===== src/rtl/winner_policy_pkg.sv =====
// rtl/winner_policy_pkg.sv - shared state encoding, address/hop defaults and LFSR tap table
package winner_policy_pkg;

    typedef enum logic [3:0] {
        ST_IDLE      = 4'd0,
        ST_DRAW      = 4'd1,
        ST_FETCH_LEN = 4'd2,
        ST_WAIT_LEN  = 4'd3,
        ST_PICK      = 4'd4,
        ST_FETCH_HOP = 4'd5,
        ST_WAIT_HOP  = 4'd6,
        ST_EXPLOIT   = 4'd7,
        ST_DONE      = 4'd8
    } state_e;

    localparam int NO_HOP_DEF    = 100;
    localparam int LEN_ADDR_DEF  = 'h720;
    localparam int LIST_BASE_DEF = 'h710;

    // Right-shifting Galois feedback masks; listed widths give maximal-length sequences.
    function automatic logic [31:0] lfsr_taps(input int w);
        case (w)
            4:       lfsr_taps = 32'h0000_000C;
            5:       lfsr_taps = 32'h0000_0014;
            6:       lfsr_taps = 32'h0000_0030;
            7:       lfsr_taps = 32'h0000_0060;
            8:       lfsr_taps = 32'h0000_00B8;
            16:      lfsr_taps = 32'h0000_B400;
            default: lfsr_taps = (32'h1 << (w - 1)) | 32'h1;
        endcase
    endfunction

endpackage


===== src/rtl/winner_policy_param_lfsr_rng.sv =====
// rtl/winner_policy_param_lfsr_rng.sv - free-running Galois LFSR random source
// Ports: clock, reset (async, active-high), rnd (current LFSR state, advances every cycle).
// A zero seed would lock the register, so it is replaced by 1.
module lfsr_rng
    import winner_policy_pkg::*;
#(
    parameter int RNG_WIDTH = 8,
    parameter int LFSR_SEED = 'hA5
) (
    input  logic                 clock,
    input  logic                 reset,
    output logic [RNG_WIDTH-1:0] rnd
);

    localparam logic [RNG_WIDTH-1:0] SEED_TRUNC = RNG_WIDTH'(LFSR_SEED);
    localparam logic [RNG_WIDTH-1:0] SEED_EFF   =
        (SEED_TRUNC == '0) ? {{(RNG_WIDTH-1){1'b0}}, 1'b1} : SEED_TRUNC;
    localparam logic [RNG_WIDTH-1:0] TAPS       = RNG_WIDTH'(lfsr_taps(RNG_WIDTH));

    logic [RNG_WIDTH-1:0] lfsr_q;

    always_ff @(posedge clock or posedge reset) begin
        if (reset) begin
            lfsr_q <= SEED_EFF;
        end else begin
            lfsr_q <= {1'b0, lfsr_q[RNG_WIDTH-1:1]} ^ (lfsr_q[0] ? TAPS : '0);
        end
    end

    assign rnd = lfsr_q;

endmodule


===== src/rtl/winner_policy_param.sv =====
// rtl/winner_policy_param.sv - epsilon-greedy next-hop selector for the Q-routing node
// Ports: clock/reset (async, active-high); start request; load_epsilon/epsilon_in/epsilon_step
// control the self-decaying epsilon; mybest/bestvalue/besthop/bestneighbor_id/my_node_id feed
// the exploit test; mem_rd/mem_addr/mem_data read the candidate list (1-cycle read latency);
// nexthop/done/busy/explored/epsilon_out/state report the result.
// Optional: WINNER_POLICY_STATS_EN adds clear_stats, explore_count and exploit_count.
module winner_policy_param
    import winner_policy_pkg::*;
#(
    parameter int WORD_WIDTH = 16,
    parameter int ADDR_WIDTH = 16,
    parameter int MAX_CAND   = 8,
    parameter int LEN_ADDR   = LEN_ADDR_DEF,
    parameter int LIST_BASE  = LIST_BASE_DEF,
    parameter int RNG_WIDTH  = 8,
    parameter int FRAC_SHIFT = 10,
    parameter int NO_HOP     = NO_HOP_DEF,
    parameter int EPS_RESET  = 128,
    parameter int EPS_MIN    = 8,
    parameter int LFSR_SEED  = 'hA5
) (
    input  logic                  clock,
    input  logic                  reset,
    input  logic                  start,
    input  logic                  load_epsilon,
    input  logic [RNG_WIDTH-1:0]  epsilon_in,
    input  logic [RNG_WIDTH-1:0]  epsilon_step,
    input  logic [WORD_WIDTH-1:0] mybest,
    input  logic [WORD_WIDTH-1:0] bestvalue,
    input  logic [WORD_WIDTH-1:0] besthop,
    input  logic [WORD_WIDTH-1:0] bestneighbor_id,
    input  logic [WORD_WIDTH-1:0] my_node_id,
    output logic                  mem_rd,
    output logic [ADDR_WIDTH-1:0] mem_addr,
    input  logic [WORD_WIDTH-1:0] mem_data,
    output logic [WORD_WIDTH-1:0] nexthop,
    output logic                  done,
    output logic                  busy,
    output logic                  explored,
    output logic [RNG_WIDTH-1:0]  epsilon_out,
    output logic [3:0]            state
`ifdef WINNER_POLICY_STATS_EN
    ,
    input  logic                  clear_stats,
    output logic [15:0]           explore_count,
    output logic [15:0]           exploit_count
`endif
);

    localparam int LEN_W  = $clog2(MAX_CAND + 1);
    localparam int PROD_W = RNG_WIDTH + LEN_W;

    state_e                 state_q;
    logic [WORD_WIDTH-1:0]  mybest_q, bestvalue_q, besthop_q, bestnb_q, myid_q;
    logic [WORD_WIDTH-1:0]  lo_q, hi_q, nexthop_q;
    logic [LEN_W-1:0]       len_q;
    logic [RNG_WIDTH-1:0]   eps_q;
    logic [ADDR_WIDTH-1:0]  mem_addr_q;
    logic                   mem_rd_q, done_q, busy_q, explored_q, xphase_q;

    logic [RNG_WIDTH-1:0]   rnd;
    logic [WORD_WIDTH-1:0]  frac_d, lo_d, hi_d, hop_d;
    logic [WORD_WIDTH:0]    hi_sum_d;
    logic [LEN_W-1:0]       len_d, idx_d;
    logic [PROD_W-1:0]      prod_d;
    logic [RNG_WIDTH:0]     eps_diff_d;
    logic [RNG_WIDTH-1:0]   eps_dec_d;
    logic                   explore_d;

    lfsr_rng #(
        .RNG_WIDTH (RNG_WIDTH),
        .LFSR_SEED (LFSR_SEED)
    ) u_rng (
        .clock (clock),
        .reset (reset),
        .rnd   (rnd)
    );

    always_comb begin
        // Tolerance band around mybest; the upper edge clips at all-ones instead of wrapping.
        frac_d   = mybest_q >> FRAC_SHIFT;
        lo_d     = mybest_q - frac_d;
        hi_sum_d = {1'b0, mybest_q} + {1'b0, frac_d};
        hi_d     = hi_sum_d[WORD_WIDTH] ? '1 : hi_sum_d[WORD_WIDTH-1:0];

        hop_d = WORD_WIDTH'(NO_HOP);
        if (bestvalue_q < lo_q) begin
            hop_d = besthop_q;
        end else if ((bestvalue_q <= hi_q) && (bestnb_q != myid_q)) begin
            hop_d = besthop_q;
        end

        len_d = (mem_data > WORD_WIDTH'(MAX_CAND)) ? LEN_W'(MAX_CAND) : mem_data[LEN_W-1:0];

        // r2 < 2^RNG_WIDTH, so the scaled product's upper bits are always below len.
        prod_d = PROD_W'(rnd) * PROD_W'(len_q);
        idx_d  = prod_d[PROD_W-1:RNG_WIDTH];

        eps_diff_d = {1'b0, eps_q} - {1'b0, epsilon_step};
        eps_dec_d  = (eps_diff_d[RNG_WIDTH] || (eps_diff_d[RNG_WIDTH-1:0] < RNG_WIDTH'(EPS_MIN)))
                   ? RNG_WIDTH'(EPS_MIN) : eps_diff_d[RNG_WIDTH-1:0];

        explore_d = (state_q == ST_DRAW) && (rnd < eps_q);
    end

    always_ff @(posedge clock or posedge reset) begin
        if (reset) begin
            state_q     <= ST_IDLE;
            mybest_q    <= '0;
            bestvalue_q <= '0;
            besthop_q   <= '0;
            bestnb_q    <= '0;
            myid_q      <= '0;
            lo_q        <= '0;
            hi_q        <= '0;
            len_q       <= '0;
            xphase_q    <= 1'b0;
            nexthop_q   <= WORD_WIDTH'(NO_HOP);
            done_q      <= 1'b0;
            busy_q      <= 1'b0;
            explored_q  <= 1'b0;
            mem_rd_q    <= 1'b0;
            mem_addr_q  <= '0;
            eps_q       <= RNG_WIDTH'(EPS_RESET);
        end else begin
            done_q   <= 1'b0;
            mem_rd_q <= 1'b0;
            case (state_q)
                ST_IDLE: begin
                    if (start) begin
                        mybest_q    <= mybest;
                        bestvalue_q <= bestvalue;
                        besthop_q   <= besthop;
                        bestnb_q    <= bestneighbor_id;
                        myid_q      <= my_node_id;
                        busy_q      <= 1'b1;
                        state_q     <= ST_DRAW;
                    end
                end
                ST_DRAW: begin
                    if (explore_d) begin
                        mem_rd_q   <= 1'b1;
                        mem_addr_q <= ADDR_WIDTH'(LEN_ADDR);
                        state_q    <= ST_FETCH_LEN;
                    end else begin
                        xphase_q <= 1'b0;
                        state_q  <= ST_EXPLOIT;
                    end
                end
                ST_FETCH_LEN: state_q <= ST_WAIT_LEN;
                ST_WAIT_LEN: begin
                    len_q   <= len_d;
                    state_q <= ST_PICK;
                end
                ST_PICK: begin
                    if (len_q == '0) begin
                        nexthop_q  <= WORD_WIDTH'(NO_HOP);
                        explored_q <= 1'b1;
                        done_q     <= 1'b1;
                        state_q    <= ST_DONE;
                    end else begin
                        mem_rd_q   <= 1'b1;
                        mem_addr_q <= ADDR_WIDTH'(LIST_BASE) + ADDR_WIDTH'(idx_d);
                        state_q    <= ST_FETCH_HOP;
                    end
                end
                ST_FETCH_HOP: state_q <= ST_WAIT_HOP;
                ST_WAIT_HOP: begin
                    nexthop_q  <= mem_data;
                    explored_q <= 1'b1;
                    done_q     <= 1'b1;
                    state_q    <= ST_DONE;
                end
                ST_EXPLOIT: begin
                    // Band edges are registered first so the adder and comparators sit in separate cycles.
                    if (!xphase_q) begin
                        lo_q     <= lo_d;
                        hi_q     <= hi_d;
                        xphase_q <= 1'b1;
                    end else begin
                        nexthop_q  <= hop_d;
                        explored_q <= 1'b0;
                        done_q     <= 1'b1;
                        state_q    <= ST_DONE;
                    end
                end
                ST_DONE: begin
                    busy_q  <= 1'b0;
                    state_q <= ST_IDLE;
                end
                default: begin
                    busy_q  <= 1'b0;
                    state_q <= ST_IDLE;
                end
            endcase

            // An explicit load overrides the decay that accompanies an explore decision.
            if (load_epsilon) begin
                eps_q <= epsilon_in;
            end else if (explore_d) begin
                eps_q <= eps_dec_d;
            end
        end
    end

`ifdef WINNER_POLICY_STATS_EN
    logic [15:0] explore_cnt_q, exploit_cnt_q;

    always_ff @(posedge clock or posedge reset) begin
        if (reset) begin
            explore_cnt_q <= '0;
            exploit_cnt_q <= '0;
        end else if (clear_stats) begin
            explore_cnt_q <= '0;
            exploit_cnt_q <= '0;
        end else if (state_q == ST_DONE) begin
            if (explored_q && (explore_cnt_q != 16'hFFFF)) begin
                explore_cnt_q <= explore_cnt_q + 16'd1;
            end else if (!explored_q && (exploit_cnt_q != 16'hFFFF)) begin
                exploit_cnt_q <= exploit_cnt_q + 16'd1;
            end
        end
    end

    assign explore_count = explore_cnt_q;
    assign exploit_count = exploit_cnt_q;
`endif

    assign mem_rd      = mem_rd_q;
    assign mem_addr    = mem_addr_q;
    assign nexthop     = nexthop_q;
    assign done        = done_q;
    assign busy        = busy_q;
    assign explored    = explored_q;
    assign epsilon_out = eps_q;
    assign state       = state_q;

endmodule

===== config.mk =====
export PLATFORM = sky130hd
export DESIGN_NAME = winner_policy_param
export DESIGN_NICKNAME = d
export VERILOG_FILES = /design/src/rtl/winner_policy_pkg.sv /design/src/rtl/winner_policy_param_lfsr_rng.sv /design/src/rtl/winner_policy_param.sv
export SDC_FILE = /design/constraint.sdc
export NUM_CORES = 1
export LEC_CHECK = 0
export ABC_AREA = 1
export ABC_CLOCK_PERIOD_IN_PS = 15550
export BUFFER_PORTS_ARGS = -buffer_cell sky130_fd_sc_hd__buf_2
export CAP_MARGIN = 15
export CORE_UTILIZATION = 55
export DETAILED_ROUTE_END_ITERATION = 12
export PLACE_DENSITY = 0.78
export SETUP_SLACK_MARGIN = 0.15
export SYNTH_ARGS = -nofsm -noshare
export SYNTH_HDL_FRONTEND = slang
export SYNTH_SLANG_ARGS = --single-unit

===== constraint.sdc =====
create_clock -name clock -period 15.55 [get_ports clock]
set_clock_uncertainty 0.05 [all_clocks]
set_input_delay 1.555 -clock clock [delete_from_list [all_inputs] [get_ports clock]]
set_output_delay 1.555 -clock clock [all_outputs]
set_load 0.01 [all_outputs]

**Word-level counts from Yosys, hierarchy flattened**

Cells that the tools add are included.

- Register bits after elaboration: 173
- Input bits: 116
- Logic and storage cells: 94

- Add/subtract/negate cells: 4
- Multipliers: 1
- Magnitude comparators: 5
- Eq/ne operators: 14
- Multiplexer cells: 32
- Bitwise gates (word level): 3
- Reduce and logical (&&, ||, !) cells: 17

Operators by type and width:

| operator | count |
|---|---|
| 16-bit two-way mux | 7 |
| 16-bit one-hot mux with 3 select lines | 1 |
| 8-bit two-way mux | 4 |
| 16-bit one-hot mux with 2 select lines | 1 |
| 4-bit one-hot mux with 8 select lines | 1 |
| 16-bit by 6-bit adder with 17-bit output | 1 |
| 4-bit by 3-bit equality test with 1-bit output (second input constant) | 4 |
| 16-bit by 4-bit greater-than comparator with 1-bit output (second input constant) | 1 |
| 16-bit less-or-equal comparator | 1 |
| 16-bit < comparator | 1 |
| 4-bit two-way mux | 4 |
| 16-bit inequality test | 1 |
| 16-bit by 6-bit subtractor with 16-bit output | 1 |
| 11-bit by 4-bit adder with 12-bit output (first input constant) | 1 |
| 8-bit by 4-bit multiplier with 12-bit output | 1 |
| 2-bit inequality test (second input constant) | 6 |
| 2-bit AND reduction | 5 |
| 8-bit by 8-bit subtractor with 9-bit output | 1 |
| 4-bit by 2-bit equality test with 1-bit output (second input constant) | 2 |
| 4-bit logical NOT | 2 |
| 8-bit by 4-bit < comparator with 1-bit output (second input constant) | 1 |
| 8-bit < comparator | 1 |
| 1-bit two-way mux | 8 |
| 7-bit by 8-bit bitwise XOR with 8-bit output | 1 |
| other kinds (11) | 19 |

**Logic depth before layout (Yosys ltp)**

Gate-level depths: netlist of the first run.

- Depth in word-level cells: 6
- Mapped depth: 18
- Mapped depth without buffers: 17

**Modules after synthesis**

From an unflattened synthesis of the first run, not the netlist that was laid out.

- Cell total of the unflattened synthesis: 1169
- Area total of the unflattened synthesis: 10013.4 µm²

By module, submodules not included:

| module | instances | cells each | area each (µm²) |
|---|---|---|---|
| winner_policy_param | 1 | 1147 | 9755.6 |
| lfsr_rng | 1 | 22 | 257.7 |

**Least setup slack after synthesis of the first run**

OpenSTA, ideal clock, no wires.

- Path type: flip-flop to flip-flop
- From: reg u_rng.lfsr_q[0] (netlist: u_rng.rnd[0])
- To: reg mem_addr_q[2] (netlist: mem_addr[2])
- Setup time: 0.122 ns
- Arrival: 2.906 ns
- Slack: 12.472 ns
- Stages on the path, launching flop included: 16
- Path buffers: 1
- Clock period less this slack: 3.078 ns
- Cells stage by stage: dfstp_2 -> buf_2 -> nand2_1 -> fa_1 -> inv_1 -> fa_1 -> ha_1 -> a21o_1 -> a21boi_0 -> o21ai_0 -> nand2_1 -> nand2_1 -> nand2_1 -> nand3_1 -> nand2_1 -> o21ai_1

- Word-level cells in the longest chain between the ends: 4

RTL lines:

| item | line | text |
|---|---|---|
| start, declared | winner_policy_param_lfsr_rng.sv:20 | `logic [RNG_WIDTH-1:0] lfsr_q;` |
| start signal, assigned | winner_policy_param_lfsr_rng.sv:26 | `lfsr_q <= {1'b0, lfsr_q[RNG_WIDTH-1:1]} ^ (lfsr_q[0] ? TAPS : '0);` |
| 8-bit by 4-bit multiplier with 12-bit output / 8-bit < comparator (equally long branches) | winner_policy_param.sv:96, winner_policy_param.sv:103 |  |
| 11-bit by 4-bit adder with 12-bit output / 1-bit logical AND (equally long branches) | winner_policy_param.sv:163, winner_policy_param.sv:103 |  |
| 16-bit two-way mux / 2-bit inequality test (equally long branches) | - |  |
| 16-bit one-hot mux with 2 select lines / 3-bit AND reduction (equally long branches) | - |  |
| end signal, assigned | winner_policy_param.sv:143 | `mem_addr_q <= ADDR_WIDTH'(LEN_ADDR);` |
| end signal, assigned | winner_policy_param.sv:163 | `mem_addr_q <= ADDR_WIDTH'(LIST_BASE) + ADDR_WIDTH'(idx_d);` |
| end, declared | winner_policy_param.sv:58 | `logic [ADDR_WIDTH-1:0] mem_addr_q;` |

Parallel ways exist; a longest one is shown, timed or not. The select of a mux whose other input is x is not followed.
A chain may end at the register's enable or synchronous reset.

**Worst setup path after layout of the first run**

- From: reg len_q[3]
- To: reg mem_addr_q[2] (netlist: mem_addr[2])

- Word-level cells in the longest chain between the ends: 4

RTL lines:

| item | line | text |
|---|---|---|
| start, declared | winner_policy_param.sv:56 | `logic [LEN_W-1:0] len_q;` |
| start signal, assigned | winner_policy_param.sv:152 | `len_q <= len_d;` |
| 8-bit by 4-bit multiplier with 12-bit output | winner_policy_param.sv:96 | `prod_d = PROD_W'(rnd) * PROD_W'(len_q);` |
| 11-bit by 4-bit adder with 12-bit output | winner_policy_param.sv:163 |  |
| 16-bit two-way mux | winner_policy_param.sv:156 | `if (len_q == '0) begin` |
| 16-bit one-hot mux with 2 select lines | winner_policy_param.sv:128 | `case (state_q)` |

Parallel ways exist; a longest one is shown, timed or not. The select of a mux whose other input is x is not followed.

==> results of run 1 <==
## power by group
part / internal [W] / switching [W] / leakage, nW / total, W
Sequential: 0.000618 / 0.000147 / 1.94 / 0.000765
Combinational: 0.000404 / 0.000579 / 3.85 / 0.000983
Clock: 0.000221 / 0.000180 / 0.272 / 0.000401
Total: 0.00124 / 0.000906 / 6.06 / 0.00215
## path summary, 6_finish.rpt
kind                              start  cells past startpoint              end
max                            len_q[3]                     16      mem_addr[2]
min                        u_rng.rnd[2]                      0     u_rng.rnd[1]
max reg2reg                    len_q[3]                     16      mem_addr[2]
min reg2reg                u_rng.rnd[2]                      0     u_rng.rnd[1]
max in group asynchronous         reset                      4  bestvalue_q[10]
min in group asynchronous         reset                      2      nexthop[13]
## layer usage
layer  vias up  wire, um  track usage [%]
met5         -         0                0
met4         0       359             6.79
met3        27      1060             4.88
met2       229     11100             43.7
met1      3826      9670             32.8
li1       3993         -                -
## flip-flops by register name, indices dropped and copies added (netlist names)
name / flops
bestnb_q: 16
done: 1
mem_addr: 7
epsilon_out: 8
u_rng.rnd: 8
hi_q: 16
lo_q: 16
besthop_q: 16
bestvalue_q: 16
xphase_q: 1
state: 4
len_q: 4
mybest_q: 16
explored: 1
nexthop: 16
mem_rd: 1
myid_q: 16
busy: 1
## stage by stage
| stage | area (sq um) | std cells |
|---|---|---|
| 3_5_place_dp | 10800 | 1490 |
| 3_3_place_gp | 10800 | 1490 |
| 4_1_cts | 11400 | 1521 |
| 2_1_floorplan | 9950 | 1148 |
| 6_report | 11400 | 1522 |
| 5_1_grt | 11400 | 1522 |
## cell type report
class	instances	area [sq um]	share of cell area, %
multi-input combinational	764	4930	43.3
sequential	164	4110	36.1
timing repair buffer	159	823	7.23
inverter	179	679	5.97
clock buffer	17	425	3.74
tap	225	282	2.47
clock inverter	14	129	1.13
## placed cells by master (no fill, tap or decap), types with 2 or more instances in the layout
master / instances
nand3_1: 78
inv_1: 167
clkinv_2: 4
nor2_8: 2
mux2_1: 25
ha_1: 72
clkinvlp_4: 2
o21ai_1: 8
fa_1: 14
buf_2: 156
a22oi_1: 8
o21bai_1: 2
nand4_1: 30
nand2_2: 4
xor2_1: 11
nor2_2: 5
or2_2: 4
clkbuf_16: 17
conb_1: 7
o21ai_0: 26
a21oi_2: 17
nand2_1: 200
inv_2: 9
nand3b_1: 7
nor4_1: 5
clkinv_4: 3
inv_6: 4
nor2_1: 92
mux2_2: 35
a31oi_1: 3
nor3_1: 10
a21o_1: 2
dfstp_2: 8
buf_4: 2
xnor2_1: 16
dfrtp_1: 156
a21oi_1: 70
## cell families after synthesis
family	synth area share, %
AOI/OAI and AO/OA	8.42
other	0.0378
DFF	41.4
adders and majority gates	11.9
muxes	6.81
and+or+nand+nor	19.8
buffers and inverters	9.20
xor gates and xnor gates	2.38
==> results.md, run 1 <==
- # rows: between 40 and 50
- FILL cells: approximately 1,500
- Nets@finish: around 1,500
- Vias in the first global route: approximately 8,000
- Data arrival, critical path: ~3.6 ns
- Area of the core: 0.0175 sq mm
- Die area: about 0.019 sq mm
- Max Cap Violations: 0
- Power per cell area: roughly 190 mW/mm^2
- Root buf cell: clkbuf_16
- WP buf/inv: 3
- Post-synth top cells: nand2_1 (200), inv_1 (168), dfrtp_1 (156)
- Total gr overflow: 0
- CP top delay family: adder cells
- Most frequent CP cell: nand2_1
- Tcrit/Tclk final: 21.5%
- Top_reg_cell synth: dfrtp_1
- Syn Area/Cell: 8.69 sq um
- Setup ws final: 12.21 ns
- Gpl congestion: 0.926
- CTS sink count: 164
- Die Width: ~140 um
- Share of cells above drive strength 1: a little over a fifth
- Avg WL per Cell: between 10 and 15 um
- Synthesized instance count: roughly 1,100
- Yosys top cell by area: dfrtp_1
- Worst setup SP type: flip-flop
- Netlist cell types: 48
- Worst-case clock buffer depth: 2
- CP endpoint kind: flip-flop
- Setup TNS: 0 ns
- Synth area leaders: dfrtp_1 (39%), ha_1 (9.1%), nand2_1 (7.6%)
- Async S/R FF share, synth: between 90% and 100%
- Post-Place Worst Slack: 12.17 ns
- Relative max-transition margin: 24.2%
- Util after Layout: approximately two thirds
- Chip height: about 140 um
- Num CTS Buffers: 17
- Crit-path max FO: 10
- DRC viols: 0
- CTS Hold Bufs: 0
- Leakage power total: 6.06 nW
- Outcome: finished, final reports clean
- Syn. warnings: 0
- Final ANT Viol Nets: 0
- First-pass GRT wire length: 37,100 um
- Endpoints failing hold: 0
- Min-delay worst type: reg -> reg
- Cells resized by post-CTS repair: 0
- Post-route minimum period: between 3 and 4 ns
- Maximum vdd ir drop: 0.120 mV
- Max Slew Vio Count: 0
- Detailed placement HPWL: 16,500 um
- DR pass1 iterations: 4
- Area share of the largest cell type after synthesis: 39.3%
- Final Power: roughly 0.0021 W
- Cells along the critical path: nand2_1 -> inv_1 -> fa_1 -> inv_1 -> fa_1 -> inv_1 -> ha_1 -> a21o_1 -> a21boi_0 -> o21ai_0 -> nand2_1 -> nand2_1 -> nand2_1 -> nand3_1 -> nand2_1 -> o21ai_1
- IO buf count: ~160
- Initial core utilization: a little under three fifths
- Slowest CP cell: fa_1
- Worst slew pin tran: 1.13 ns
- Io pins: 164
- Total track usage: between 20 and 30%
- Via count: slightly above 8,000
- Hold Slack: ~0.41 ns
- Layout area overhead: 14.7%
- Antenna violations before repair: 0
- Worst path max stage delay: 0.53 ns
- Post-synth EDFFs: 0
- Crit Path Class: reg -> reg
- Antenna cells: 0
- Fmax: approximately 0.3 GHz
- Setup Buffers After CTS: 0
- Clk Latency, worst-skew pair: around 0.43 ns
- H-tree depth: 4
- CP required: 15.81 ns
- Sequential share of the synthesized area: approximately two fifths
- DRT iter0 DRCs: roughly 580
- Unrepaired setup endpoints after global routing: false
- Reg clk slew, reported paths: about 0.07 ns
- Via-to-Cell Ratio: roughly 5.3
- Pin count of the biggest net entering global routing: 88
- Count leader, synth: nand2_1
- Synth Register Bits: 164
- Detailed-route wire length: 22,200 um
- TritonCTS clock tree: done
- Setup violators final: 0
- Mapped Area: between 0.009 and 0.01 sq mm
- R2r setup slk: 12.21 ns
Power figures use the tool's default switching activity.
==> run 2: changes to the inputs <==
Settings changed: ABC_CLOCK_PERIOD_IN_PS 15550 to 2700, CORE_UTILIZATION 55 to 52, PLACE_DENSITY 0.78 to 0.77.
Clock period 15.55 ns to 2.7 ns, I/O delays scaled along.
==> results.md, run 2 (synthesized netlist as in run 1, its figures left out) <==
- Failing checks: setup timing
- Setup TNS: -1.24 ns (-1.24 ns)
- Setup violators final: 4 (+4)
- DR pass1 iterations: 5 (+1)
- DR top layer: met4
- Worst setup SP type: flip-flop
- Share of cells above drive strength 1: 25.8% (+4.1 points)
- Worst-case clock buffer depth: 2 (unchanged)
- Final Non-Filler Cells: 1,585 (+4.1%)
- Commonest non-fill, non-tap cells in the layout: nand2_1 (194), inv_1 (158), buf_2 (156), dfrtp_1 (153), nor2_1 (92)
- Met2 wire length: 12,200 um (+10%)
- H-tree depth: 4 (unchanged)
- DRC viols: 0 (unchanged)
- Total track usage: 25.3% (-0.21 points)
- Leakage power total: 6.30 nW (+4.0%)
- Reg clk slew, reported paths: 0.06 ns (about the same)
- Detailed-route wire length: 23,600 um (+6.5%)
- Die area: 0.0196 sq mm (+5.7%)
- Via count: 8,303 (+2.8%)
- Detailed placement HPWL: 17,600 um (+6.7%)
- Antenna violations before repair: 0 (unchanged)
- First-pass GRT wire length: 39,200 um (+5.7%)
- DRT iter0 DRCs: 534 (-7.1%)
- Logic pwr share: 46.8% (+1.1 points)
- Gpl congestion: 0.973 (+5.1%)
- Initial core utilization: 53.1% (-3.7 points)
- IO buf count: 156 (unchanged)
- Crit-path max FO: 5 (-5)
- Setup ws final: -0.407 ns (-12.62 ns)
- CTS sink count: 164 (unchanged)
- Max Cap Violations: 0 (unchanged)
- Pin count of the biggest net entering global routing: 100 (+14%)
- Flop pwr share: 34.5% (-1.1 points)
- R2r setup slk: -0.41 ns (-12.62 ns)
- Chip height: 140 um (+2.8%)
- Final Power: 0.0126 W (+490%)
- Data arrival, critical path: 3.40 ns (-0.20 ns)
- Tcrit/Tclk final: 115% (+94 points)
- Metal3 WL: 911 um (-14%)
- Most common cell after layout, fill and taps aside: nand2_1
- Post-route minimum period: 3.11 ns (-0.233 ns)
- Root buf cell: clkbuf_16
- Fmax: 0.322 GHz (+7.5%)
- Post-Place Worst Slack: -0.237 ns (-12.40 ns)
- CP endpoint kind: flip-flop
- CP required: 2.99 ns (-12.82 ns)
- Wl on met1: 9950 um (+2.9%)
- Placed cells: 1,528 (+2.6%)
- Clk Latency, worst-skew pair: 0.42 ns (about the same)
- Avg WL per Cell: 14.9 um (+2.3%)
- Area of the core: 0.0187 sq mm (+7.0%)
- TritonCTS clock tree: done
- NetSw: 0.00531 W (+490%)
- Outcome: finished with violations
- Vias in the first global route: 8,305 (+4.2%)
- # rows: 50 (+4.2%)
- Antenna cells: 0 (unchanged)
- Io pins: 164 (unchanged)
- Worst slew pin tran: 0.526 ns (-0.605 ns)
- Endpoints failing hold: 0 (unchanged)
- Die Width: 140 um (+2.8%)
- Pint: 0.00731 W (+490%)
- Power per cell area: 1050 mW/mm^2 (+460%)
- Via-to-Cell Ratio: 5.24 (-1.3%)
- Clock share of power: 18.7% (about the same)
- Num CTS Buffers: 17 (unchanged)
- Maximum vdd ir drop: 0.614 mV (+410%)
- Nets@finish: 1,540 (+3.6%)
- Relative max-transition margin: 64.7% (+40 points)
- Unrepaired setup endpoints after global routing: true
- Final ANT Viol Nets: 0 (unchanged)
- Crit Path Class: reg -> reg
- Total gr overflow: 0 (unchanged)
- Max Slew Vio Count: 0 (unchanged)
- Layout area overhead: 20.7%
- Min-delay worst type: in -> reg
- Net Sw Frac: 42.1% (about the same)
## run 2: cell types whose count changed in the layout (fill, tap and decap cells not counted), moves of 5 or more
cell / previous run / this run
inv_2: 9 / 18
dlygate4sd3_1: 0 / 18
inv_1: 167 / 158
nand2_2: 4 / 10
buf_4: 2 / 34
nand2_1: 200 / 194
ha_1: 72 / 67
## run 2: metal layers
metal | track usage (%) | vias up
li1 | - | 4091
met1 | 31.0 | 3943
met2 | 44.6 | 221
met3 | 4.27 | 48
met4 | 9.25 | 0
met5 | 0 | -
## run 2: worst paths after layout
check,end,depth (start not counted),start
worst max register to register,mem_addr[2],17,len_q[3]
min in group asynchronous,bestvalue_q[6],3,reset
worst max-delay path,mem_addr[2],17,len_q[3]
worst min register to register,mem_addr[3],2,mem_addr[3]
worst min-delay path,bestvalue_q[4],2,bestvalue[4]
max in group asynchronous,nexthop[5],4,reset
## run 2: area by class of cell
| type | instances | area (sq um) |
|---|---|---|
| inverter | 179 | 678 |
| fill | 1564 | 6730 |
| sequential | 164 | 4120 |
| clock buffer | 17 | 425 |
| timing repair buffer | 212 | 1290 |
| tap | 234 | 293 |
| multi-input combinational | 764 | 5030 |
| clock inverter | 15 | 145 |
## run 2: timing repair
| action | in CTS | in global routing |
|---|---|---|
| buffers inserted | 3 | 4 |
| gates resized for setup | 16 | 9 |
| setup endpoints to repair | 4 | 4 |
| hold endpoints to repair | 31 | 1 |
| pin swaps | 17 | 7 |
| hold buffers | 17 | 1 |
## run 2: power by group through the flow
| stage | clock [W] | combinational (W) | sequential [W] |
|---|---|---|---|
| 3_3_place_gp | 0 | 0.00564 | 0.00433 |
| 5_1_grt | 0.00251 | 0.00669 | 0.00450 |
| 6_report | 0.00236 | 0.00591 | 0.00436 |
| 3_5_place_dp | 0 | 0.00585 | 0.00439 |
| 4_1_cts | 0.00240 | 0.00592 | 0.00435 |
| 2_1_floorplan | 0 | 0.00434 | 0.00425 |
## run 2: critical path, cell delays in order, from the launching register on
cell	delay [ns]
dfrtp_2	0.44
nand2_2	0.09
inv_2	0.04
fa_1	0.52
inv_1	0.05
fa_1	0.48
inv_1	0.05
ha_1	0.28
nand2_2	0.05
inv_2	0.07
nand4_1	0.12
o21ai_2	0.21
nand2_2	0.10
nand2_1	0.10
nand2_2	0.08
nand3_1	0.08
nand2_1	0.07
o21ai_1	0.15
## run 2: stage by stage
| stage | area (sq um) | hold WS, ns | utilization, % |
|---|---|---|---|
| after detailed placement | 11100 | 0.267 | 59.3 |
| final | 12000 | 0.0151 | 64.0 |
| after CTS | 11900 | 0.00510 | 63.7 |
| after floorplan | 10000 | 0.310 | - |
| after global placement | 11100 | 0.262 | 59.3 |
| after global routing | 12000 | 0.00403 | 64.0 |
==> run 3: changes to the inputs <==
Settings changed: PLACE_DENSITY 0.77 to 0.85, SKIP_CTS_REPAIR_TIMING from default to 1.
==> results.md, run 3 (synthesized netlist as in run 1, its figures left out) <==
- Min-delay worst type: in -> reg
- Pint: 0.00747 W (+2.3%)
- WP buf/inv: 4 (unchanged)
- Avg WL per Cell: 15.2 um (+1.6%)
- Share of cells above drive strength 1: 26.2% (+0.46 points)
- NetSw: 0.00528 W (-0.71%)
- Area of the core: 0.0187 sq mm (unchanged)
- Max Slew Vio Count: 0 (unchanged)
- Via-to-Cell Ratio: 5.35 (+2.1%)
- Reg2reg end: mem_addr[2]
- Most frequent CP cell: nand2_1
- DRC viols: 0 (unchanged)
- Nets@finish: 1,520 (-1.3%)
- Die Width: 140 um (unchanged)
- Hold Startpoint: besthop[10]
- Clk Latency, worst-skew pair: 0.42 ns (about the same)
- Die area: 0.0196 sq mm (unchanged)
- Post-route minimum period: 3.15 ns (+0.0474 ns)
- Commonest non-fill, non-tap cells in the layout: nand2_1 (195), inv_1 (156), buf_2 (156), dfrtp_1 (153), nor2_1 (91)
- CP top delay family: adder cells
- CP required: 2.95 ns (-0.04 ns)
- Net Sw Frac: 41.4% (-0.72 points)
- R2r setup slk: -0.45 ns (-0.05 ns)
- Antenna violations before repair: 1 (+1)
- Crit Path Class: reg -> reg
- H-tree depth: 4 (unchanged)
- Worst-case clock buffer depth: 2 (unchanged)
- Unrepaired setup endpoints after global routing: true
- Logic pwr share: 46.0% (-0.8 points)
- Leakage power total: 6.24 nW (-1.0%)
- Outcome: finished with violations
- Placed cell areas: 0.0111 sq mm (-0.11%)
- Util after Layout: 63.4% (-0.63 points)
- Tcrit/Tclk final: 117% (+1.8 points)
- Via count: 8,376 (+0.88%)
- RR Startpoint: len_q[1]
- Worst setup SP type: flip-flop
- Pin count of the biggest net entering global routing: 84 (-16%)
- Vias in the first global route: 8,309 (+0.048%)
- Layout area overhead: 19.5%
- Cells along the critical path: nand2_1 -> inv_1 -> fa_1 -> inv_1 -> fa_1 -> inv_2 -> ha_4 -> nand2_1 -> inv_2 -> nand4_1 -> o21ai_2 -> nand2_1 -> nand2_1 -> nand2_2 -> a21oi_2 -> o21ai_1
- CTS sink count: 164 (unchanged)
- Hold path cells: 2 (unchanged)
- Gpl congestion: 0.953 (-2.0%)
- Worst-case reg-to-reg path depth: 16 (-1)
- Clock share of power: 19.7% (+1.0 points)
- Final ANT Viol Nets: 0 (unchanged)
- Detailed-route wire length: 23,700 um (+0.42%)
- Power per cell area: 1080 mW/mm^2 (+2.0%)
- TritonCTS clock tree: done
- Chip height: 140 um (unchanged)
- Reg clk slew, reported paths: 0.07 ns (about the same)
- DRT iter0 DRCs: 510 (-4.5%)
- Num CTS Buffers: 17 (unchanged)
- Hold-critical path endpoint: besthop_q[10]
- Final non-filler cell area: 0.0119 sq mm (-0.98%)
- Slowest CP cell: fa_1
- Total gr overflow: 0 (unchanged)
- Relative max-transition margin: 34.7% (-30 points)
- # rows: 50 (unchanged)
- IO buf count: 156 (unchanged)
- Total track usage: 25.0% (-0.28 points)
- Worst path max stage delay: 0.54 ns (+0.02 ns)
- Most common cell after layout, fill and taps aside: nand2_1
- Setup violators final: 4 (unchanged)
- First-pass GRT wire length: 39,300 um (+0.21%)
- Detailed placement HPWL: 17,600 um (about the same)
- Crit-path max FO: 4 (-1)
- Root buf cell: clkbuf_16
- Max Cap Violations: 0 (unchanged)
- Endpoints failing hold: 0 (unchanged)
- Initial core utilization: 53.1% (unchanged)
- Setup ws final: -0.455 ns (-0.0474 ns)
- Flop pwr share: 34.2% (-0.3 points)
- Maximum vdd ir drop: 0.557 mV (-9.2%)
- CP endpoint kind: flip-flop
- Data arrival, critical path: 3.41 ns (about the same)
- Fmax: 0.317 GHz (-1.5%)
- Failing checks: setup timing
- Io pins: 164 (unchanged)
- DR pass1 iterations: 5 (unchanged)
- Worst slew pin tran: 0.980 ns (+0.454 ns)
-- run 3: changes by cell type in the layout (fill, tap and decap cells not counted), sizes merged --
cell / previous run / this run
dlygate4sd3: 18 / 1
clkbuf: 17 / 24
inv: 185 / 179
buf: 194 / 191
clkinv: 7 / 5
bufinv: 1 / 2
diode: 0 / 1
-- run 3: cell type report --
| cell class | count | area, sq um |
|---|---|---|
| Tap cell | 234 | 293 |
| Clock buffer | 24 | 502 |
| Fill cell | 1555 | 6850 |
| Timing Repair Buffer | 192 | 1090 |
| Sequential cell | 164 | 4120 |
| Clock inverter | 8 | 113 |
| Inverter | 179 | 678 |
| Antenna cell | 1 | 2.50 |
| Multi-Input combinational cell | 764 | 5070 |
-- run 3: worst max path at each step --
| stage | startpoint | to | cells after the start |
|---|---|---|---|
| 3_5_place_dp | len_q[1] | mem_addr[2] | 16 |
| 4_1_cts | len_q[3] | mem_addr[2] | 16 |
| 5_1_grt | len_q[1] | mem_addr[2] | 17 |
| 3_3_place_gp | len_q[3] | mem_addr[2] | 16 |
| 6_report | len_q[1] | mem_addr[2] | 16 |
| 2_1_floorplan | len_q[1] | mem_addr[2] | 17 |
-- run 3: per-stage QoR --
step / worst slack [ns] / total power [W] / TNS (ns) / hold slack, ns / instances
global placement: -0.181 / 0.00992 / -0.531 / 0.338 / 1528
floorplan: -0.132 / 0.00859 / -0.288 / 0.310 / 1148
CTS: -0.343 / 0.0128 / -1.03 / -0.120 / 1560
finish: -0.455 / 0.0128 / -1.38 / 0.00795 / 1566
global route: -0.584 / 0.0139 / -1.92 / 0.00489 / 1566
detailed placement: -0.340 / 0.0102 / -0.981 / 0.337 / 1528
-- run 3: metal layers --
layer  GRT usage [%]  share of wire, %  wire length, um
met5               0                 0                0
met2            43.3                51            12000
met1            31.5                43            10100
met4            8.73               2.3              544
met3            4.34               4.4             1040
-- run 3: power by group through the flow --
stage          Clock, W  Combinational [W]  Sequential [W]
6_report        0.00252            0.00587         0.00436
5_1_grt         0.00265            0.00671         0.00450
4_1_cts         0.00256            0.00585         0.00436
3_5_place_dp          0            0.00579         0.00439
3_3_place_gp          0            0.00559         0.00433
2_1_floorplan         0            0.00434         0.00425
-- run 3: worst reg2reg max path: stages (launching register included) --
cell     delay [ns]
dfrtp_1        0.42
nand2_1        0.08
inv_1          0.06
fa_1           0.54
inv_1          0.06
fa_1           0.50
inv_2          0.05
ha_4           0.26
nand2_1        0.07
inv_2          0.08
nand4_1        0.13
o21ai_2        0.19
nand2_1        0.13
nand2_1        0.11
nand2_2        0.08
a21oi_2        0.15
o21ai_1        0.09
